==> src/rtl/uart_pkg.sv <==
// Shared definitions for the PMOD UART receive path: FSM encoding and
// default line parameters for the EEMBC command channel.
package uart_pkg;

    typedef enum logic [2:0] {
        ST_IDLE  = 3'd0,
        ST_START = 3'd1,
        ST_DATA  = 3'd2,
        ST_STOP  = 3'd3,
        ST_BREAK = 3'd4
    } uart_state_e;

    localparam logic [7:0]  UART_EOL_DEFAULT          = 8'h25;
    localparam int unsigned UART_CLKS_PER_BIT_DEFAULT = 868;

endpackage

==> src/rtl/sync_bit.sv <==
// Multi-flop synchronizer for a single asynchronous input bit; the reset
// value is a parameter so idle-high and idle-low lines both come up quiet.
module sync_bit #(
    parameter int unsigned STAGES = 2,
    parameter logic        INIT   = 1'b1
) (
    input  logic clk,
    input  logic srst,
    input  logic d_i,
    output logic q_o
);

    logic [STAGES-1:0] chain_q;

    always_ff @(posedge clk) begin
        if (srst) begin
            chain_q <= {STAGES{INIT}};
        end else begin
            chain_q <= {chain_q[STAGES-2:0], d_i};
        end
    end

    assign q_o = chain_q[STAGES-1];

endmodule

==> src/rtl/pmod_uart_rx.sv <==
// 8N1 UART receiver: oversampled start/data/stop detection feeding a single
// holding register exposed as an AXI-Stream-style master with tlast on EOL_CHAR.
module pmod_uart_rx
    import uart_pkg::*;
#(
    parameter int unsigned CLKS_PER_BIT = UART_CLKS_PER_BIT_DEFAULT,
    parameter logic [7:0]  EOL_CHAR     = UART_EOL_DEFAULT,
    parameter int unsigned SYNC_STAGES  = 2
) (
    input  logic       sys_clock,
    input  logic       reset,
    input  logic       pmod_uart_rxd,
    output logic [7:0] m_tdata,
    output logic       m_tvalid,
    input  logic       m_tready,
    output logic       m_tlast,
    output logic       frame_err,
    output logic       overrun
);

    localparam int unsigned      CNT_W    = $clog2(CLKS_PER_BIT);
    localparam logic [CNT_W-1:0] CNT_LAST = CNT_W'(CLKS_PER_BIT - 1);
    localparam logic [CNT_W-1:0] CNT_HALF = CNT_W'(CLKS_PER_BIT / 2 - 1);

    logic rx_s;

    uart_state_e      state_q, state_d;
    logic [CNT_W-1:0] cnt_q, cnt_d;
    logic [2:0]       idx_q, idx_d;
    logic [7:0]       shift_q, shift_d;

    logic [7:0] tdata_q, tdata_d;
    logic       tvalid_q, tvalid_d;
    logic       tlast_q, tlast_d;
    logic       ferr_q, ferr_d;
    logic       ovr_q, ovr_d;

    logic stop_done;
    logic byte_ok;

    sync_bit #(
        .STAGES (SYNC_STAGES),
        .INIT   (1'b1)
    ) u_rxd_sync (
        .clk  (sys_clock),
        .srst (reset),
        .d_i  (pmod_uart_rxd),
        .q_o  (rx_s)
    );

    always_ff @(posedge sys_clock) begin
        if (reset) begin
            state_q  <= ST_IDLE;
            cnt_q    <= '0;
            idx_q    <= '0;
            shift_q  <= '0;
            tdata_q  <= '0;
            tvalid_q <= 1'b0;
            tlast_q  <= 1'b0;
            ferr_q   <= 1'b0;
            ovr_q    <= 1'b0;
        end else begin
            state_q  <= state_d;
            cnt_q    <= cnt_d;
            idx_q    <= idx_d;
            shift_q  <= shift_d;
            tdata_q  <= tdata_d;
            tvalid_q <= tvalid_d;
            tlast_q  <= tlast_d;
            ferr_q   <= ferr_d;
            ovr_q    <= ovr_d;
        end
    end

    always_comb begin
        state_d = state_q;
        cnt_d   = cnt_q;
        idx_d   = idx_q;
        shift_d = shift_q;
        case (state_q)
            ST_IDLE: begin
                if (!rx_s) begin
                    state_d = ST_START;
                    cnt_d   = '0;
                end
            end
            ST_START: begin
                // A start bit that is high again at its midpoint was a glitch.
                if (cnt_q == CNT_HALF) begin
                    cnt_d   = '0;
                    idx_d   = '0;
                    state_d = rx_s ? ST_IDLE : ST_DATA;
                end else begin
                    cnt_d = cnt_q + 1'b1;
                end
            end
            ST_DATA: begin
                if (cnt_q == CNT_LAST) begin
                    cnt_d   = '0;
                    shift_d = {rx_s, shift_q[7:1]};
                    idx_d   = idx_q + 1'b1;
                    if (idx_q == 3'd7) begin
                        state_d = ST_STOP;
                    end
                end else begin
                    cnt_d = cnt_q + 1'b1;
                end
            end
            ST_STOP: begin
                // Return to IDLE on the stop sample itself so the next start
                // edge is seen within the second half of the stop bit.
                if (cnt_q == CNT_LAST) begin
                    cnt_d   = '0;
                    state_d = rx_s ? ST_IDLE : ST_BREAK;
                end else begin
                    cnt_d = cnt_q + 1'b1;
                end
            end
            ST_BREAK: begin
                if (rx_s) begin
                    state_d = ST_IDLE;
                end
            end
            default: begin
                state_d = ST_IDLE;
                cnt_d   = '0;
            end
        endcase
    end

    always_comb begin
        stop_done = (state_q == ST_STOP) && (cnt_q == CNT_LAST);
        byte_ok   = stop_done && rx_s;
        ferr_d    = stop_done && !rx_s;
        ovr_d     = 1'b0;
        tvalid_d  = tvalid_q && !m_tready;
        tdata_d   = tdata_q;
        tlast_d   = tlast_q;
        // Accepting the held byte in the same cycle frees the register for the new one.
        if (byte_ok) begin
            if (!tvalid_q || m_tready) begin
                tvalid_d = 1'b1;
                tdata_d  = shift_q;
                tlast_d  = (shift_q == EOL_CHAR);
            end else begin
                ovr_d = 1'b1;
            end
        end
    end

    assign m_tdata   = tdata_q;
    assign m_tvalid  = tvalid_q;
    assign m_tlast   = tlast_q;
    assign frame_err = ferr_q;
    assign overrun   = ovr_q;

endmodule

==> config.mk <==
export PLATFORM = sky130hd
export DESIGN_NAME = pmod_uart_rx
export DESIGN_NICKNAME = d
export VERILOG_FILES = /design/src/rtl/uart_pkg.sv /design/src/rtl/sync_bit.sv /design/src/rtl/pmod_uart_rx.sv
export SDC_FILE = /design/constraint.sdc
export NUM_CORES = 1
export LEC_CHECK = 0
export ABC_CLOCK_PERIOD_IN_PS = 2450
export BUFFER_PORTS_ARGS = -buffer_cell sky130_fd_sc_hd__buf_4
export CAP_MARGIN = 0
export CORE_ASPECT_RATIO = 0.6
export CORE_MARGIN = 1.5
export CORE_UTILIZATION = 30
export DETAILED_ROUTE_END_ITERATION = 6
export GPL_ROUTABILITY_DRIVEN = 0
export PLACE_DENSITY = 0.49
export SETUP_SLACK_MARGIN = 0.3
export SYNTH_ARGS = -nofsm -noshare
export SYNTH_HDL_FRONTEND = slang
export SYNTH_SLANG_ARGS = --single-unit
export TNS_END_PERCENT = 1
==> constraint.sdc <==
create_clock -name sys_clock -period 2.45 [get_ports sys_clock]
set_clock_uncertainty 0.05 [all_clocks]
set_input_delay 0.49 -clock sys_clock [delete_from_list [all_inputs] [get_ports sys_clock]]
set_output_delay 0.49 -clock sys_clock [all_outputs]
set_load 0.01 [all_outputs]
==> results of run 1 <==
==> cells by family after synthesis <==
family | count (synthesis) | synth area share [%]
AND/OR/NAND/NOR | 79 | 25.3
flip-flops | 38 | 44.2
AO/OA/AOI/OAI | 33 | 12.5
multiplexers | 18 | 10.5
buffers and inverters | 13 | 3.70
adder cells (fa/ha/maj) | 4 | 2.90
XOR/XNOR | 2 | 1.02
==> where the power goes <==
part / switching [mW] / total [mW] / internal (mW)
logic: 0.0711 / 0.117 / 0.0462
registers: 0.0151 / 0.643 / 0.628
clock network: 0.229 / 0.528 / 0.300
total: 0.315 / 1.29 / 0.974
==> worst max-delay path: cells and delay by family, from the launching register on <==
kind	cells	cell delay [ps]
compound gates	4	980
fa+ha+maj	1	270
flops	1	370
simple gates	1	210
==> area by class of cell <==
cell class,count,area [sq um],share of cell area [%]
multi-input combinational,136,905,44.8
sequential,38,761,37.6
timing repair buffer,18,135,6.69
tap,80,100,4.95
clock buffer,5,68.8,3.41
clock inverter,3,40.0,1.98
inverter,3,11.3,0.557
==> cell usage in the layout, fill, tap and decap left out, types with 5 or more instances in the layout <==
cell type / count
a21oi_1: 11
buf_4: 18
clkbuf_8: 5
dfxtp_1: 38
mux2i_1: 18
nand2_1: 9
nand2b_1: 8
nand3_1: 6
nor2_1: 27
==> per-stage QoR <==
step	cell area [sq um]	worst slack, ps
after floorplan	1720	692
after global placement	1910	387
after detailed placement	1910	272
after CTS	2020	416
after global routing	2020	303
final	2020	490
==> timing repair <==
action                     CTS  global route
gates resized for setup      1             1
pin swaps                    0             0
hold buffers                 0             0
buffers inserted             0             0
setup endpoints to repair    4             9
==> synth_stat cells, drive strengths merged, types with 2 or more instances <==
master	count	area [sq um]
nor2	28	113
a22o	2	17.5
buf	5	33.8
nor3	2	10.0
clkbuf	5	18.8
nor3b	3	27.5
nand4	4	25.0
nor4bb	2	20.0
dfxtp	38	761
nand3	6	30.0
a21oi	12	60.1
mux2i	18	180
ha	4	50.1
o21a	2	15.0
nand2b	9	56.3
or2	3	18.8
a31oi	4	25.0
o21ai	4	23.8
and2	2	12.5
nand2	9	33.8
and3	3	18.8
inv	3	11.3
==> metal layers <==
metal / vias to the layer above / share of wire [%] / global-route usage (%)
li1: 693 / - / -
met1: 585 / 57 / 19.6
met2: 37 / 35 / 13.0
met3: 6 / 6.2 / 4.14
met4: 0 / 1.3 / 5.43
met5: - / 0 / 0
==> worst paths after layout <==
path / slack, ps / end
worst max register to register: 490 / cnt_q[7]
worst min register to register: 360 / u_rxd_sync.chain_q[1]
worst max-delay path: 490 / cnt_q[7]
worst min-delay path: 330 / u_rxd_sync.chain_q[0]
==> state kept, by name, indices dropped and copies added, names as in the netlist <==
signal and cells:
m_tvalid 1, m_tdata 8, state_q 3, frame_err 1, m_tlast 1, idx_q 3, overrun 1, u_rxd_sync.chain_q 2
shift_q 8, cnt_q 10
==> summary.txt, run 1 <==
Post-Syn Nets: 195
final WL: 3620 microns
Placed Cells: 275
Reg2Reg Depth: 6
Worst Path Required: 2610 ps
Final Critical Period: 1960 ps
RSZ-0062 raised after global routing: false
Crit. End Element: flip-flop
vias: 1321
# setup viols final: 0
crit path launch: cnt_q[0]
synth unique cells: 47
vias in the first global route: 1054
achievable frequency: 510 MHz
total CTS buffers: 5
worst hold start: pmod_uart_rxd
pwr dens: 638 nW/um^2
startpoint types: flip-flop
Overflow after GRT: 0
Setup Crit Path Kind: flip-flop to flip-flop
NumNets Final: 210
Post-synth EDFFs: 0
Core ar.: 5540 sq um
FF-to-FF Start: cnt_q[0]
Max Slew Vio Count: 0
Root Driver: clkbuf_8
outcome: complete, no violations
Filler Cell Count: 561
slew at the pin closest to its max-slew limit: 627 ps
Starting Density: 31.1%
Final Cycle Share: 80.0%
synthesized area: 1720 sq um
largest net degree at the start of global routing: 36
GRT Overall Usage: 12.1%
YS warnings: 0
ANT cells: 0
later-pin clock latency in the skew report: 290 ps
register area share after synthesis: 44.2%
Yosys reg bits: 38
Die H: 61.7 microns
post-synthesis area per instance: 9.21 sq um
total negative setup slack: 0 ps
Final Hold Viols: 0
FFs w/ async S/R, synth: 0%
CP Data Arrival Time: 2120 ps
Hold Path Stages: 2
maxcap violations: 0
Antenna Nets Post-Route: 0
Critical Path Fanout Max: 11
worst hold path type: primary input to flip-flop
share of cells above drive strength 1: 18.2%
ys flop type: dfxtp_1
Overall Power: 1.29 mW
num rows: 21
Vias/cell: 4.67
PortBufs: 15
tightest hold margin: 328 ps
DR DRC count: 0
synthesis-to-layout area growth: 17.3%
post-layout util: 36.4%
dpl hpwl: 2610 microns
number of detailed-route iterations in the first pass: 4
clk buf depth: 2
initial antenna violation count: 0
Static Leak: 0.820 nW
H-tree lvl count: 2
largest incremental delay on the critical path: 400 ps
Top Ports: 16
first-pass GRT wire length: 5600 microns
die width: 101 microns
Post-Syn Instances: 187
fin cells: 283
CP Cell Sequence: ha_1 -> and2_1 -> a31o_2 -> a21oi_2 -> a21oi_1 -> a31oi_1
maximum vdd drop: 0.000228 V
CTS tree: yes
initial drt markers: 60
die area: 6220 sq um
Clock Pin Slew Worst Setup and Hold Paths: 70 ps
slowest CP cell: a21oi_2
DR WL/cell: 12.8 microns
Slew headroom: 57.8%
clock sink count: 38
Note: power is estimated with default switching activity, not from simulation.
==> run 2: changes to the inputs <==
--- a/config.mk
+++ b/config.mk
@@ -5,7 +5,7 @@
 export SDC_FILE = /design/constraint.sdc
 export NUM_CORES = 1
 export LEC_CHECK = 0
-export ABC_CLOCK_PERIOD_IN_PS = 2450
+export ABC_CLOCK_PERIOD_IN_PS = 1650
 export BUFFER_PORTS_ARGS = -buffer_cell sky130_fd_sc_hd__buf_4
 export CAP_MARGIN = 0
 export CORE_ASPECT_RATIO = 0.6
@@ -13,7 +13,7 @@
 export CORE_UTILIZATION = 30
 export DETAILED_ROUTE_END_ITERATION = 6
 export GPL_ROUTABILITY_DRIVEN = 0
-export PLACE_DENSITY = 0.49
+export PLACE_DENSITY = 0.51
 export SETUP_SLACK_MARGIN = 0.3
 export SYNTH_ARGS = -nofsm -noshare
 export SYNTH_HDL_FRONTEND = slang
==> constraint.sdc (replaced) <==
create_clock -name sys_clock -period 1.65 [get_ports sys_clock]
set_clock_uncertainty 0.05 [all_clocks]
set_input_delay 0.33 -clock sys_clock [delete_from_list [all_inputs] [get_ports sys_clock]]
set_output_delay 0.33 -clock sys_clock [all_outputs]
set_load 0.01 [all_outputs]
==> run 2 against run 1 <==
Compared with the run above:
- the run now ends with negative setup slack left
- worst setup slack got worse by 520 ps
- routed wire length rose by 8.8%
- clock power rose by 47%
- sequential power is 48% higher
- worst hold slack worse by 150 ps
- non-clock buffer count grew 28
- critical path depth unchanged
- sequential share of layout area is 5.9 points lower
- register-to-register slack lost 520 ps
- combinational power increased by 140%
- power increased by 55%
- largest cell class unchanged
==> summary.txt, run 2 (synthesized netlist as in run 1, its figures left out) <==
Placed Cells: 302 (was 275)
crit path launch: state_q[1] (was cnt_q[0])
# setup viols final: 5 (was 0)
hold_buf cts: 0 (unchanged)
vias in the first global route: 1243 (was 1054)
DR WL/cell: 12.7 microns (was 12.8 microns)
die area: 6220 sq um (unchanged)
total CTS buffers: 5 (unchanged)
Core ar.: 5540 sq um (unchanged)
Top Ports: 16 (unchanged)
dpl hpwl: 2830 microns (was 2610 microns)
fin cells: 311 (was 283)
die width: 101 microns (unchanged)
P_int: 1.51 mW (was 0.974 mW)
outcome: finished, violations left (was complete, no violations)
Worst Path Required: 1820 ps (was 2610 ps)
number of detailed-route iterations in the first pass: 4 (unchanged)
first-pass GRT wire length: 6480 microns (was 5600 microns)
Final Cell Area: 2440 sq um (was 2020 sq um)
Die H: 61.7 microns (unchanged)
max FFs per register: 10 (unchanged)
Static Leak: 0.999 nW (was 0.820 nW)
Root Driver: clkbuf_8 (unchanged)
Setup Crit Path Kind: flip-flop to flip-flop (unchanged)
largest net degree at the start of global routing: 19 (was 36)
achievable frequency: 596 MHz (was 510 MHz)
Flop pwr share: 47.5% (was 49.9%)
Crit. End Element: flip-flop (unchanged)
GRT Overall Usage: 13.9% (was 12.1%)
setup ws final: -27.6 ps (was 490 ps)
slew at the pin closest to its max-slew limit: 442 ps (was 627 ps)
DR DRC count: 0 (unchanged)
FF-to-FF Start: state_q[1] (was cnt_q[0])
CP Data Arrival Time: 1850 ps (was 2120 ps)
Final Hold Viols: 0 (unchanged)
Final Critical Period: 1680 ps (was 1960 ps)
Max Slew Vio Count: 0 (unchanged)
H-tree lvl count: 2 (unchanged)
switch share: 24.5% (was 24.4%)
NumNets Final: 238 (was 210)
clock sink count: 38 (unchanged)
P_sw: 0.492 mW (was 0.315 mW)
worst hold start: pmod_uart_rxd (unchanged)
Antenna Nets Post-Route: 0 (unchanged)
commonest non-fill, non-tap cell in the layout: buf_4 (was dfxtp_1)
Starting Density: 31.1% (unchanged)
later-pin clock latency in the skew report: 280 ps (was 290 ps)
register with the most flip-flops: cnt_q (unchanged)
most frequent cells in the layout: 42 x buf_4, 32 x dfxtp_1, 27 x nor2_1, 18 x mux2i_1, 8 x nand2_1 (was 38 x dfxtp_1, 27 x nor2_1, 18 x mux2i_1, 18 x buf_4, 11 x a21oi_1)
CTS tree: yes (unchanged)
Final Cycle Share: 102% (was 80.0%)
maximum vdd drop: 0.000394 V (was 0.000228 V)
Slew headroom: 70.1% (was 57.8%)
Clk pwr share: 38.6% (was 41.0%)
synthesis-to-layout area growth: 41.5% (was 17.3%)
violations in the final reports: negative setup slack
ANT cells: 0 (unchanged)
vias: 1426 (was 1321)
Vias/cell: 4.59 (was 4.67)
pwr dens: 822 nW/um^2 (was 638 nW/um^2)
startpoint types: flip-flop (unchanged)
maxcap violations: 0 (unchanged)
Filler Cell Count: 544 (was 561)
initial antenna violation count: 0 (unchanged)
clk buf depth: 2 (unchanged)
num rows: 21 (unchanged)
Critical Path Fanout Max: 5 (was 11)
worst hold path type: primary input to flip-flop (unchanged)
Combinational Power Share: 13.9% (was 9.1%)
RSZ-0062 raised after global routing: true (was false)
Overflow after GRT: 0 (unchanged)
share of cells above drive strength 1: 41.6% (was 18.2%)
PortBufs: 15 (unchanged)
initial drt markers: 66 (was 60)
Cell Area, Placed: 2140 sq um (was 1910 sq um)
final WL: 3940 microns (was 3620 microns)
Clock Pin Slew Worst Setup and Hold Paths: 70 ps (about the same)
Overall Power: 2.00 mW (was 1.29 mW)
==> run 2: changes by cell type in the layout (fill, tap and decap cells not counted), moves of 3 or more <==
cell	change
and3_4	+3
dfxtp_2	+4
ha_4	+4
nand2b_4	+3
buf_4	+24
and3_1	-3
dfxtp_1	-6
a21oi_2	+6
ha_1	-4
a21oi_1	-6
==> run 2: worst max-delay path, cell delays in order, from the launching register on <==
cell and delay [ps]:
dfxtp_2 340, or3b_4 410, a41o_1 260, a21oi_2 190, buf_4 180, nand4_1 110
o21ai_2 70
==> run 2: final timing paths <==
path / depth (start not counted) / slack [ps] / to
max: 6 / -30 / cnt_q[4]
min: 2 / 180 / u_rxd_sync.chain_q[0]
max reg2reg: 6 / -30 / cnt_q[4]
min reg2reg: 1 / 360 / u_rxd_sync.chain_q[1]
==> run 2: power groups by stage <==
stage / sequential, mW / clock, mW / combinational (mW)
floorplan: 0.965 / 0 / 0.153
global placement: 0.964 / 0 / 0.225
detailed placement: 0.965 / 0 / 0.225
CTS: 0.951 / 0.806 / 0.268
global route: 0.953 / 0.829 / 0.306
finish: 0.952 / 0.774 / 0.278
==> run 2: what timing repair did <==
action | CTS | global route
endpoints found under the setup margin | 35 | 33
cloned | 1 | 0
gates resized for setup | 44 | 3
buffers inserted | 0 | 0
pin swaps | 18 | 7
==> run 2: area by class of cell <==
type | instances | area, sq um | area share, %
inverter | 3 | 13.8 | 0.565
timing repair buffer | 46 | 378 | 15.5
clock buffer | 5 | 68.8 | 2.82
multi-input combinational | 136 | 1060 | 43.6
sequential | 38 | 773 | 31.7
clock inverter | 3 | 40.0 | 1.64
tap | 80 | 100 | 4.11
==> run 2: routing by layer <==
layer	part of all wire, %	track usage (%)
met5	0	0
met3	3.2	3.36
met4	1.3	4.23
met2	34	15.6
met1	61	23.7
==> run 2: through the flow <==
| stage | TNS (ps) | setup WS (ps) | hold WS, ps | utilization, % |
|---|---|---|---|---|
| after global placement | -333 | -79.5 | 347 | 38.6 |
| after global routing | -842 | -104 | 166 | 44.0 |
| after floorplan | -243 | -61.1 | 339 | - |
| after CTS | 0 | 0.669 | 169 | 43.7 |
| final | -115 | -27.6 | 177 | 44.0 |
| after detailed placement | -1020 | -172 | 342 | 38.6 |
